`config.mk`:
```
export PLATFORM = sky130hd
export DESIGN_NAME = fetch_sequencer
export DESIGN_NICKNAME = d
export VERILOG_FILES = /design/src/rtl/fetch_sequencer.sv
export SDC_FILE = /design/constraint.sdc
export NUM_CORES = 1
export LEC_CHECK = 0
export CAP_MARGIN = 20
export CORE_MARGIN = 10
export CORE_UTILIZATION = 36
export DETAILED_ROUTE_END_ITERATION = 10
export PLACE_DENSITY = 0.7
export SYNTH_ARGS = -nofsm -noshare
export SYNTH_HDL_FRONTEND = slang
export SYNTH_SLANG_ARGS = --single-unit
```
`constraint.sdc`:
```
create_clock -name clk -period 2.72 [get_ports clk]
set_input_delay 0.272 -clock clk [delete_from_list [all_inputs] [get_ports clk]]
set_output_delay 0.272 -clock clk [all_outputs]
set_load 0.05 [all_outputs]
```
`src/rtl/fetch_sequencer.sv`:
```
// Program-counter sequencer for the 9-bit-instruction core: steps, branches, stalls, halts, faults.
// Optional perf counters (cycle_count, retired_count) are built when FETCH_PERF_COUNT_EN is defined.
module fetch_sequencer #(
  parameter int              PC_W      = 32,
  parameter logic [PC_W-1:0] START_PC  = '0,
  parameter int              MEM_DEPTH = 4096,
  parameter logic [8:0]      HALT_INSN = 9'b111111111
) (
  input  logic            clk,
  input  logic            reset,
  input  logic            start,
  input  logic            stall,
  input  logic            branch_taken,
  input  logic [PC_W-1:0] branch_target,
  input  logic [8:0]      instruction,
  output logic [PC_W-1:0] current_pc,
  output logic            fetch_valid,
  output logic            busy,
  output logic            done,
  output logic            fault
`ifdef FETCH_PERF_COUNT_EN
  ,
  output logic [31:0]     cycle_count,
  output logic [31:0]     retired_count
`endif
);

  // state | meaning
  // IDLE  | waiting for start, pc parked at START_PC
  // RUN   | fetching, pc advances each non-stalled cycle
  // HALT  | HALT_INSN seen, pc frozen until restart
  // FAULT | pc would leave memory, pc frozen until restart
  localparam logic [1:0] IDLE  = 2'd0;
  localparam logic [1:0] RUN   = 2'd1;
  localparam logic [1:0] HALT  = 2'd2;
  localparam logic [1:0] FAULT = 2'd3;

  // One extra bit so a depth equal to 2**PC_W still compares correctly.
  localparam logic [PC_W:0]   DEPTH   = (PC_W+1)'(MEM_DEPTH);
  localparam logic [PC_W-1:0] LAST_PC = PC_W'(MEM_DEPTH - 1);

  logic [1:0]      state, state_nxt;
  logic [PC_W-1:0] pc_nxt;
  logic            done_nxt;

  always_comb begin
    state_nxt = state;
    pc_nxt    = current_pc;
    done_nxt  = 1'b0;
    case (state)
      RUN: begin
        if (!stall) begin
          if (instruction == HALT_INSN) begin
            state_nxt = HALT;
            done_nxt  = 1'b1;
          end else if (branch_taken) begin
            if ({1'b0, branch_target} >= DEPTH) state_nxt = FAULT;
            else                                pc_nxt    = branch_target;
          end else if (current_pc == LAST_PC) begin
            state_nxt = FAULT;
          end else begin
            pc_nxt = current_pc + PC_W'(1);
          end
        end
      end
      IDLE, HALT, FAULT: begin
        if (start) begin
          state_nxt = RUN;
          pc_nxt    = START_PC;
        end
      end
      default: state_nxt = IDLE;
    endcase
  end

  always_ff @(posedge clk or negedge reset) begin
    if (!reset) begin
      state      <= IDLE;
      current_pc <= START_PC;
      done       <= 1'b0;
    end else begin
      state      <= state_nxt;
      current_pc <= pc_nxt;
      done       <= done_nxt;
    end
  end

  assign busy        = (state == RUN);
  assign fetch_valid = (state == RUN) && !stall;
  assign fault       = (state == FAULT);

`ifdef FETCH_PERF_COUNT_EN
  // Start only restarts the counters when it actually launches a run.
  always_ff @(posedge clk or negedge reset) begin
    if (!reset) begin
      cycle_count   <= '0;
      retired_count <= '0;
    end else if (start && state != RUN) begin
      cycle_count   <= '0;
      retired_count <= '0;
    end else if (state == RUN) begin
      if (cycle_count != 32'hFFFF_FFFF) cycle_count <= cycle_count + 32'd1;
      if (!stall && retired_count != 32'hFFFF_FFFF) retired_count <= retired_count + 32'd1;
    end
  end
`endif

endmodule

```
# Yosys cells after proc, flatten, opt, wreduce, memory -nomap -nowiden
# Cells that the tools add are included.
# totals
elab_cells,40
reg_bits,35
# classes
magnitude_cmp,1
n_eq_ne,12
muxes,17
reduce_logical,6
n_addsub,1
# op_table
op,n
$mux 32,6
$pmux 32 s2,1
$add 32x1->32 const B,1
$eq 32x12->1 const B,1
$ge 32x13->1 const B,1
$mux 2,6
$eq 9x9->1 const B,1
$ne 4x2->1 const B,2
$ne 2x2->1 const B,3
$ne 3x3->1 const B,2
$reduce_and 5->1,1
$eq 2x2->1 const B,2
$pmux 2 s2,1
$reduce_and 4->1,1
$mux 1,3
$reduce_or 3->1,1
$eq 2x1->1 const B,1
$logic_not 2->1,1
$logic_and 1x1->1,1
$logic_not 1->1,1

# Longest topological paths before layout
# Gate-level depths: netlist of run 1.
# logic_depth
ltp_word,6
depth_mapped,7
mapped_depth_nobuf,6

# Least setup slack after synthesis of run 1
# No wires, ideal clock.
# synth_path
path_type,register to register
start,reg current_pc[0]
end,reg current_pc[1]
slack_ps,391
arrival_ps,2207
path_stages_with_launch,7
setup_ps,122
cell_sequence,dfrtp_1 ha_1 and3_1 nand4_1 or3_2 nor3b_1 a32o_1
# synth_between
elab_chain_cells,6
# synth_rtl
element,line,rtl
"start, declared",16,"output logic [PC_W-1:0] current_pc,"
"start signal, assigned",83,current_pc <= pc_nxt;
$add 32x1->32,62,pc_nxt = current_pc + PC_W'(1);
$mux 32,59,end else if (current_pc == LAST_PC) begin
$mux 32,56,end else if (branch_taken) begin
$mux 32,53,if (instruction == HALT_INSN) begin
$mux 32,52,if (!stall) begin
$pmux 32 s2,50,case (state)
# Parallel ways exist; a longest one is shown, timed or not. The select of a mux whose other input is x is not followed.
# A chain may end at the register's enable or synchronous reset.

# Worst setup path in the final report of run 1
# layout_path
start,reg state[1]
end,out fetch_valid
# layout_between
elab_chain_cells,2
# layout_rtl
element,line,rtl
"start, declared",42,"logic [1:0] state, state_nxt;"
"start signal, assigned",82,state <= state_nxt;
$eq 2x1->1,89,assign fetch_valid = (state == RUN) && !stall;
$logic_and 1x1->1,89,
"end, declared",17,"output logic fetch_valid,"
# No other way between the ends.

==> results_dict.tcl, run 1 <==
set metrics [dict create \
    synth.top_cell.area_share_pct 33.8 \
    yosys-top-cells-count "dfrtp_1, nand2_1, nand3_1, nor2_1, o21ai_0" \
    drc 0 \
    setup_tns_ns 0 \
    cts_max_level 2 \
    grt_overflow_total 0 \
    netlist_area_um2 2590 \
    hp-class "in -> async" \
    p_per_area_nw_per_um2 405 \
    synth_seq_cells 35 \
    max-cap-violations 0 \
    ys_seq_area_share_pct 33.8 \
    crit_slowest_cell "clkdlybuf4s50_1" \
    wire_per_inst_um 19.3 \
    synth_area_leaders "dfrtp_1, o311ai_0, nand2_1" \
    clockBufferDepth 2 \
    cp_max_fo 5 \
    crit_buf_inv 2 \
    avgSynthCellArea_um2 8.42 \
    worst_setup_path_start_kind "register" \
    ys.flop_type "dfrtp_1" \
    synth-edff-count 0 \
    start_util_pct 37.6 \
    period_share_pct 85.2 \
    async_reset_ff_share_pct 100 \
    yosysUniqueCellTypes 55 \
    num_antenna_cells 0 \
    worstMarginPinSlew_ns 0.589 \
    drt_iter0_markers 186 \
    yosys_warnings 0 \
    peakVddDrop_mv 0.317 \
    coreArea_um2 6910 \
    worstPathCellList "or3b_4 > inv_1 > clkdlybuf4s50_1" \
    rows 30 \
    yosysMostFrequentCell "dfrtp_1" \
    hold_violations 0 \
    leakage_nw 1.30 \
    dieHeight_um 105 \
    grt_pass1_wl_um 15400 \
    post_cts_buffers 0 \
    post_cts_resized 0 \
    fin_nets 437 \
    fin_skew_ns 0.00807 \
    synth_cells 308 \
    gr-usage-all-layers_pct 16.6 \
    synth_nets 355 \
    reg2reg_slack_ns 0.42 \
    drive_above_1_share_pct 8.48 \
    hpwl_um 7010 \
    area_delta_synth_final_pct 37.0 \
    yosys.area.top_type "dfrtp_1" \
    cp-end-kind "primary output" \
    postPlaceCellArea_um2 3480 \
    run_status "complete, no violations" \
    cts_tree "done" \
    rsz0062_at_grt "false" \
    grt_pass1_vias 2933 \
    die-width_um 105 \
    finalWorstPathRequiredPeriod_ns 2.32 \
    cts-root-buf "clkbuf_8" \
    gp_congestion 0.909 \
    vias 2938 \
    slew_headroom_pct 60.3 \
    avgViaCountPerCell 6.06 \
    portBuffers 81 \
    io_pins 82 \
    dr.pass1.iters 4 \
    cts-hold-fix-buffers 0 \
    utilization_pct 51.4 \
    finish.instance_area_um2 3550 \
    grt_max_degree 36 \
    crit_family "buffers and inverters" \
    cts-buffers-inserted 5 \
    antenna_left 0 \
    worstSkewPairLatency_ns 0.29 \
    fmax_mhz 432 \
    die_area_um2 11000 \
    clkSinkCount 35 \
    wirelength_um 9340 \
    max_stage_delay_ns 0.79 \
    clkTransAtPathRegs_ns 0.07 \
    finalSetupViolations 0 \
    required_ns 2.45 \
    grt_antenna_before_repair 0 \
    slew_viol_final 0 \
    critPathArrivalTime_ns 2.04 \
    crit_type "reg -> out" \
    worst_hold_slack_ns 0.387 \
]
-- area by class of cell --
class                   instances  area, µm²
multi-input cells             247       1550
fillers                       688       3350
repair buffers                 95        916
clock buffers                   6       72.6
flip-flops and latches         35        876
well taps                      96        120
inverters                       6       22.5
-- registers in the layout, summed over array words and instances (netlist names) --
signal,flops
current_pc,32
done,1
state,2
-- final timing paths --
| check | from | to | cells after the start |
|---|---|---|---|
| setup / recovery | state[1]$_DFFE_PN0P_ | fetch_valid | 3 |
| hold / removal | reset | current_pc[30]$_DFFE_PN0P_ | 2 |
| setup reg to reg | current_pc[1]$_DFFE_PN0P_ | current_pc[1]$_DFFE_PN0P_ | 6 |
| hold reg to reg | current_pc[21]$_DFFE_PN0P_ | current_pc[21]$_DFFE_PN0P_ | 1 |
| max in group asynchronous | reset | current_pc[11]$_DFFE_PN0P_ | 2 |
| min in group clk | current_pc[21]$_DFFE_PN0P_ | current_pc[21]$_DFFE_PN0P_ | 1 |
-- power breakdown --
group	internal (mW)	switching, mW
sequential	0.551	0.0707
combinational	0.185	0.277
clock	0.171	0.185
-- routing by layer --
metal	global-route usage, %	part of all wire, %	vias up
met1	20.5	41	1396
met5	0	0	-
li1	-	-	1401
met2	28.3	51	127
met4	4.02	1.0	0
met3	3.81	7.1	14
-- worst reg2reg max path, delay by kind of cell (launching register included) --
kind                       cells  cell delay, ns
DFF                            1            0.48
and+or+nand+nor                4            1.20
AOI/OAI and AO/OA              1            0.24
adders and majority gates      1            0.27
-- through the flow --
step / setup WS, ns / instances / power (mW)
6_report: 0.403 / 485 / 1.44
5_1_grt: 0.218 / 485 / 1.51
4_1_cts: 0.392 / 485 / 1.45
3_5_place_dp: 0.308 / 479 / 1.09
3_3_place_gp: 0.298 / 479 / 1.09
2_1_floorplan: 0.391 / 308 / 0.891
-- placed cells by master, fill, tap and decap left out, types with 2 or more instances in the layout --
cell | synthesis | final
a211oi_1 | 3 | 3
buf_4 | 0 | 14
o211ai_1 | 3 | 3
o311ai_0 | 17 | 17
dfrtp_1 | 35 | 35
nor3_1 | 16 | 16
clkdlybuf4s50_1 | 0 | 81
a22oi_1 | 2 | 2
a31oi_1 | 14 | 14
a21oi_1 | 13 | 13
or3_2 | 2 | 2
nor2_1 | 18 | 18
and3_1 | 8 | 8
o31ai_1 | 4 | 4
inv_1 | 6 | 6
nand4_1 | 10 | 10
o21ai_0 | 18 | 18
nand4_2 | 2 | 2
nor4_1 | 16 | 16
a32oi_1 | 3 | 3
or4_1 | 2 | 2
nor3b_1 | 3 | 3
nand3_1 | 18 | 18
and4_1 | 2 | 2
a41oi_1 | 4 | 4
and4_2 | 2 | 2
o22ai_1 | 6 | 6
clkbuf_8 | 6 | 5
and2_1 | 5 | 5
nand2_1 | 33 | 33
-- logic make-up after synthesis --
| family | synth area share (%) |
|---|---|
| and+or+nand+nor | 33.1 |
| AOI/OAI and AO/OA | 25.6 |
| DFF | 33.8 |
| buffers and inverters | 6.61 |
| muxes | 0.386 |
| adders and majority gates | 0.482 |
Power figures use the tool's default switching activity.
==> run 2, diff against run 1 <==
Settings changed: ABC_AREA set to 1, PLACE_DENSITY 0.7 to 0.68.
==> run 2 against run 1 <==
  * Clock skew increased by 0.0034 ns
  * Die area is 12% higher
  * Register-to-register slack better by 0.18 ns
  * Design area increased by 12%
  * Fmax grew 5.5%
  * Count of clock-buffer cells in the layout is 1 higher
==> results_dict.tcl, run 2 <==
set metrics [dict create \
    worst_setup_path_start_kind "register" \
    cp-end-kind "primary output" \
    required_ns 2.45 \
    die_area_um2 12300 \
    wirelength_um 9690 \
    dr.pass1.iters 4 \
    async_reset_ff_share_pct 100 \
    cp_max_fo 5 \
    yosys.area.top_type "dfrtp_1" \
    portBuffers 81 \
    rr_startpoint "current_pc[1]$_DFFE_PN0P_" \
    gp_congestion 0.894 \
    drt_iter0_markers 201 \
    slew_headroom_pct 65.0 \
    finalSetupViolations 0 \
    ys.flop_type "dfrtp_1" \
    run_status "complete, no violations" \
    antenna_left 0 \
    setup_tns_ns 0 \
    top_layer_used "met4" \
    grt_pass1_wl_um 16100 \
    crit_type "reg -> out" \
    finalWorstPathRequiredPeriod_ns 2.20 \
    hpwl_um 7620 \
    grt_overflow_total 0 \
    met1Wirelength_um 4240 \
    met3_length_um 616 \
    die-width_um 111 \
    grt_pass1_vias 3343 \
    period_share_pct 80.7 \
    rr_worst_depth 11 \
    netlist_area_um2 2980 \
    start_util_pct 36.6 \
    fin_nets 637 \
    clkTransAtPathRegs_ns 0.08 \
    leakage_nw 1.91 \
    area_delta_synth_final_pct 34.0 \
    yosysMostFrequentCell "nand2_1" \
    layout_commonest_cell "nand2_1" \
    synth_area_leaders "dfrtp_1, nand2_1, nor2_1" \
    synth.top_cell.area_share_pct 29.4 \
    num_antenna_cells 0 \
    grt_antenna_before_repair 0 \
    synth_nets 554 \
    post_cts_resized 0 \
    utilization_pct 49.0 \
    cts_max_level 2 \
    slew_viol_final 0 \
    drive_above_1_share_pct 7.11 \
    avgViaCountPerCell 4.91 \
    yosysUniqueCellTypes 26 \
    cts-root-buf "clkbuf_8" \
    synth-edff-count 0 \
    rsz0062_at_grt "false" \
    yosys_warnings 0 \
    coreArea_um2 8130 \
    cts-hold-fix-buffers 0 \
    reg2reg_slack_ns 0.60 \
    vias 3415 \
    peakVddDrop_mv 0.464 \
    p_per_area_nw_per_um2 1050 \
    worstMarginPinSlew_ns 0.524 \
    wire_per_inst_um 13.9 \
    ys_seq_area_share_pct 29.4 \
    avgSynthCellArea_um2 5.87 \
    worstSkewPairLatency_ns 0.30 \
    fmax_mhz 456 \
    worstSetupStartpoint "state[1]$_DFFE_PN0P_" \
    fin_skew_ns 0.0114 \
    cts_tree "done" \
    post_cts_buffers 0 \
    postPlaceCellArea_um2 3910 \
    largest_reg_flops 32 \
    synth_seq_cells 35 \
    mostFrequentLayoutCells "nand2_1, clkdlybuf4s50_1, nor2_1, inv_1, nand3_1" \
    grt_max_degree 36 \
    io_pins 82 \
    largest_register "current_pc" \
    drc 0 \
    wl_met2_um 4700 \
    cts-buffers-inserted 5 \
    hold_violations 0 \
    rows 33 \
    clockBufferDepth 2 \
    finish.instance_area_um2 3990 \
    clkSinkCount 35 \
    synth_cells 507 \
    hp-class "in -> async" \
    critPathArrivalTime_ns 1.92 \
    gr-usage-all-layers_pct 15.4 \
    max-cap-violations 0 \
    reg_top3 "current_pc x32, state x2, done x1" \
    dieHeight_um 111 \
    yosys-top-cells-count "nand2_1, nor2_1, inv_1" \
    power_mw 4.20 \
]
-- run 2: cell count changes after synthesis, sizes merged, moves of 6 or more --
cell / delta
clkbuf: -13
nand3: +28
nor2: +55
o311ai: -17
nor4: -17
inv: +54
and3: -8
nand2: +187
o21ai: +12
and2: -6
nor3: -15
o22ai: -6
a31oi: -15
-- run 2: metrics by stage --
step / hold WS (ns) / setup slack [ns] / cells
2_1_floorplan: -0.0236 / 0.698 / 507
3_3_place_gp: 0.502 / 0.537 / 688
5_1_grt: 0.455 / 0.418 / 696
6_report: 0.403 / 0.525 / 696
4_1_cts: 0.419 / 0.504 / 696
3_5_place_dp: 0.515 / 0.482 / 688
-- run 2: logic make-up after synthesis --
family / count (synthesis) / share of synthesized area [%]
and+or+nand+nor: 356 / 50.3
AOI/OAI and AO/OA: 42 / 8.95
adders and majority gates: 1 / 0.420
DFF: 35 / 29.4
xor gates and xnor gates: 1 / 0.294
buffers and inverters: 72 / 10.6
-- run 2: layout make-up --
type	count	area (µm²)
Clock buffer	7	76.3
Multi-Input combinational cell	400	1790
Clock inverter	1	5.00
Inverter	61	231
Tap cell	105	131
Timing Repair Buffer	87	881
Fill cell	839	4150
Sequential cell	35	876
-- run 2: path summary, 6_finish.rpt --
kind	endpoint
worst min-delay path	current_pc[16]$_DFFE_PN0P_
worst max register to register	current_pc[30]$_DFFE_PN0P_
max in group asynchronous	current_pc[31]$_DFFE_PN0P_
worst max-delay path	fetch_valid
min in group clk	state[0]$_DFFE_PN0P_
worst min register to register	state[0]$_DFFE_PN0P_
-- run 2: worst max-delay path, stage by stage (launching register included) --
cell             delay [ns]
dfrtp_1                0.45
nor2_8                 0.17
inv_4                  0.06
nor2_1                 0.12
clkdlybuf4s50_1        0.84
-- run 2: metal layers --
layer  global-route usage, %  up-vias
met1                    18.5     1543
met5                       0        -
met3                    3.25       12
met2                    26.7      112
met4                    4.43        0
li1                        -     1748
-- run 2: power breakdown --
part / total, mW / switching [mW] / internal (mW)
Combinational: 2.70 / 1.80 / 0.902
Sequential: 1.12 / 0.374 / 0.742
Clock: 0.381 / 0.201 / 0.180
Total: 4.20 / 2.37 / 1.82
==> run 3, diff against run 2 <==
Settings changed: PLACE_DENSITY 0.68 to 0.7.
Clock period 2.72 ns to 2 ns, I/O delays scaled along.
==> run 3 against run 2 <==
  * Combinational power up 40%
  * Final cell count up 1.3%
  * Count of clock-buffer cells in the layout down 1
  * Critical path depth down 1
  * Sequential share of layout area down 0.52 points
  * Non-clock buffer count up 9
  * Utilization up 1.3 points
  * Wire length down 0.60%
  * Clock skew down 0.0024 ns
  * Worst hold slack worse by 0.065 ns
  * Largest power group unchanged
==> results_dict.tcl, run 3 (synthesized netlist as in run 2, its figures left out) <==
set metrics [dict create \
    avgViaCountPerCell 4.89 \
    io_pins 82 \
    period_share_pct 94.8 \
    cts-hold-fix-buffers 0 \
    wirelength_um 9630 \
    hp-class "in -> async" \
    wire_per_inst_um 13.7 \
    dieHeight_um 111 \
    use_met2_pct 26.9 \
    crit_type "reg -> out" \
    gr-usage-met1_pct 18.9 \
    cts-buffers-inserted 5 \
    fmax_mhz 528 \
    grt_pass1_vias 3413 \
    cts_tree "done" \
    grt_antenna_before_repair 0 \
    setup_tns_ns 0 \
    layout_commonest_cell "nand2_1" \
    vias 3449 \
    slew_viol_final 0 \
    die_area_um2 12300 \
    gr-usage-all-layers_pct 15.4 \
    slew_headroom_pct 65.6 \
    area_delta_synth_final_pct 37.6 \
    p_sw_share_pct 54.5 \
    peakVddDrop_mv 0.527 \
    max-cap-violations 0 \
    mostFrequentLayoutCells "nand2_1, clkdlybuf4s50_1, nor2_1, inv_1, nand3_1" \
    rows 33 \
    clkTransAtPathRegs_ns 0.08 \
    cts_max_level 2 \
    fin_skew_ns 0.00903 \
    p_comb_share_pct 63.2 \
    hold_violations 0 \
    clockBufferDepth 2 \
    cp_max_fo 3 \
    die-width_um 111 \
    p_per_area_nw_per_um2 1450 \
    critPathArrivalTime_ns 1.70 \
    met3_usage_pct 3.84 \
    seq_area_um2 878 \
    reg_top3 "current_pc x32, state x2, done x1" \
    grt_overflow_total 0 \
    p_seq_share_pct 25.3 \
    start_util_pct 36.6 \
    cts-root-buf "clkbuf_8" \
    power_mw 5.96 \
    drive_above_1_share_pct 9.67 \
    grt_pass1_wl_um 16400 \
    dr.pass1.iters 5 \
    finalSetupViolations 0 \
    run_status "complete, no violations" \
    antenna_left 0 \
    leakage_nw 1.97 \
    drc 0 \
    internal_power_mw 2.71 \
    fin_nets 646 \
    largest_register "current_pc" \
    worstSkewPairLatency_ns 0.29 \
    gp_congestion 0.892 \
    portBuffers 81 \
    multi_input_area_um2 1790 \
    grt.busiest_layer "met2" \
    largest_reg_flops 32 \
    worst_setup_path_start_kind "register" \
    finalWorstPathRequiredPeriod_ns 1.90 \
    fill_cells 855 \
    hpwl_um 7760 \
    clock_power_share_pct 11.5 \
    num_antenna_cells 0 \
    cp-end-kind "primary output" \
    required_ns 1.80 \
    rsz0062_at_grt "false" \
    drt_iter0_markers 213 \
    worstMarginPinSlew_ns 0.515 \
    clkSinkCount 35 \
    power_switching_mw 3.25 \
    worst_hold_slack_ns 0.338 \
    coreArea_um2 8130 \
    grt_max_degree 36 \
]
run 3: cell count changes in the layout (fill, tap and decap cells not counted), sizes merged:
cell and delta:
clkbuf -1, bufinv +1, buf +11, clkdlybuf4s50 -2
run 3: final timing paths:
path | startpoint | endpoint | slack [ns] | cells after the start
hold reg to reg | state[0]$_DFFE_PN0P_ | state[0]$_DFFE_PN0P_ | 0.52 | 2
min in group clk | state[0]$_DFFE_PN0P_ | state[0]$_DFFE_PN0P_ | 0.52 | 2
setup / recovery | state[1]$_DFFE_PN0P_ | fault | 0.10 | 3
setup reg to reg | current_pc[1]$_DFFE_PN0P_ | current_pc[29]$_DFFE_PN0P_ | 0.24 | 11
max in group asynchronous | reset | current_pc[0]$_DFFE_PN0P_ | 1.29 | 2
hold / removal | reset | current_pc[9]$_DFFE_PN0P_ | 0.34 | 2
run 3: worst max-delay path: stages (launching register included):
cell	delay [ns]
dfrtp_1	0.46
nand2_1	0.09
inv_1	0.05
clkdlybuf4s50_1	0.80
run 3: timing repair:
action | CTS | global route
hold endpoints to repair | 0 | 0
setup buffers | 0 | 0
resized for setup | 0 | 2
setup endpoints to repair | 0 | 34
run 3: layer usage:
layer	up-vias	share of wire [%]
met3	6	6.7
met1	1569	44
li1	1770	-
met4	0	0.73
met2	104	49
met5	-	0
run 3: final cells by class:
class	count	area share [%]
clock buffers	6	2.02
clock inverters	2	0.855
inverters	61	5.65
multi-input cells	400	43.8
flip-flops and latches	35	21.4
well taps	105	3.21
repair buffers	96	23.0
run 3: metrics by stage:
stage / cell area (µm²) / worst slack, ns / util, % / std cells
floorplan: 2980 / 0.137 / - / 507
global placement: 3970 / 0.0409 / 48.8 / 697
detailed placement: 3970 / 0.00625 / 48.8 / 697
CTS: 4090 / 0.0833 / 50.3 / 705
global route: 4100 / 0.0319 / 50.4 / 705
finish: 4100 / 0.105 / 50.4 / 705
run 3: power by group through the flow:
stage / clock network (mW) / logic (mW) / registers (mW)
2_1_floorplan: 0 / 1.63 / 2.37
3_3_place_gp: 0 / 3.74 / 1.50
3_5_place_dp: 0 / 3.78 / 1.51
4_1_cts: 0.690 / 3.79 / 1.50
5_1_grt: 0.720 / 4.09 / 1.57
6_report: 0.683 / 3.77 / 1.51
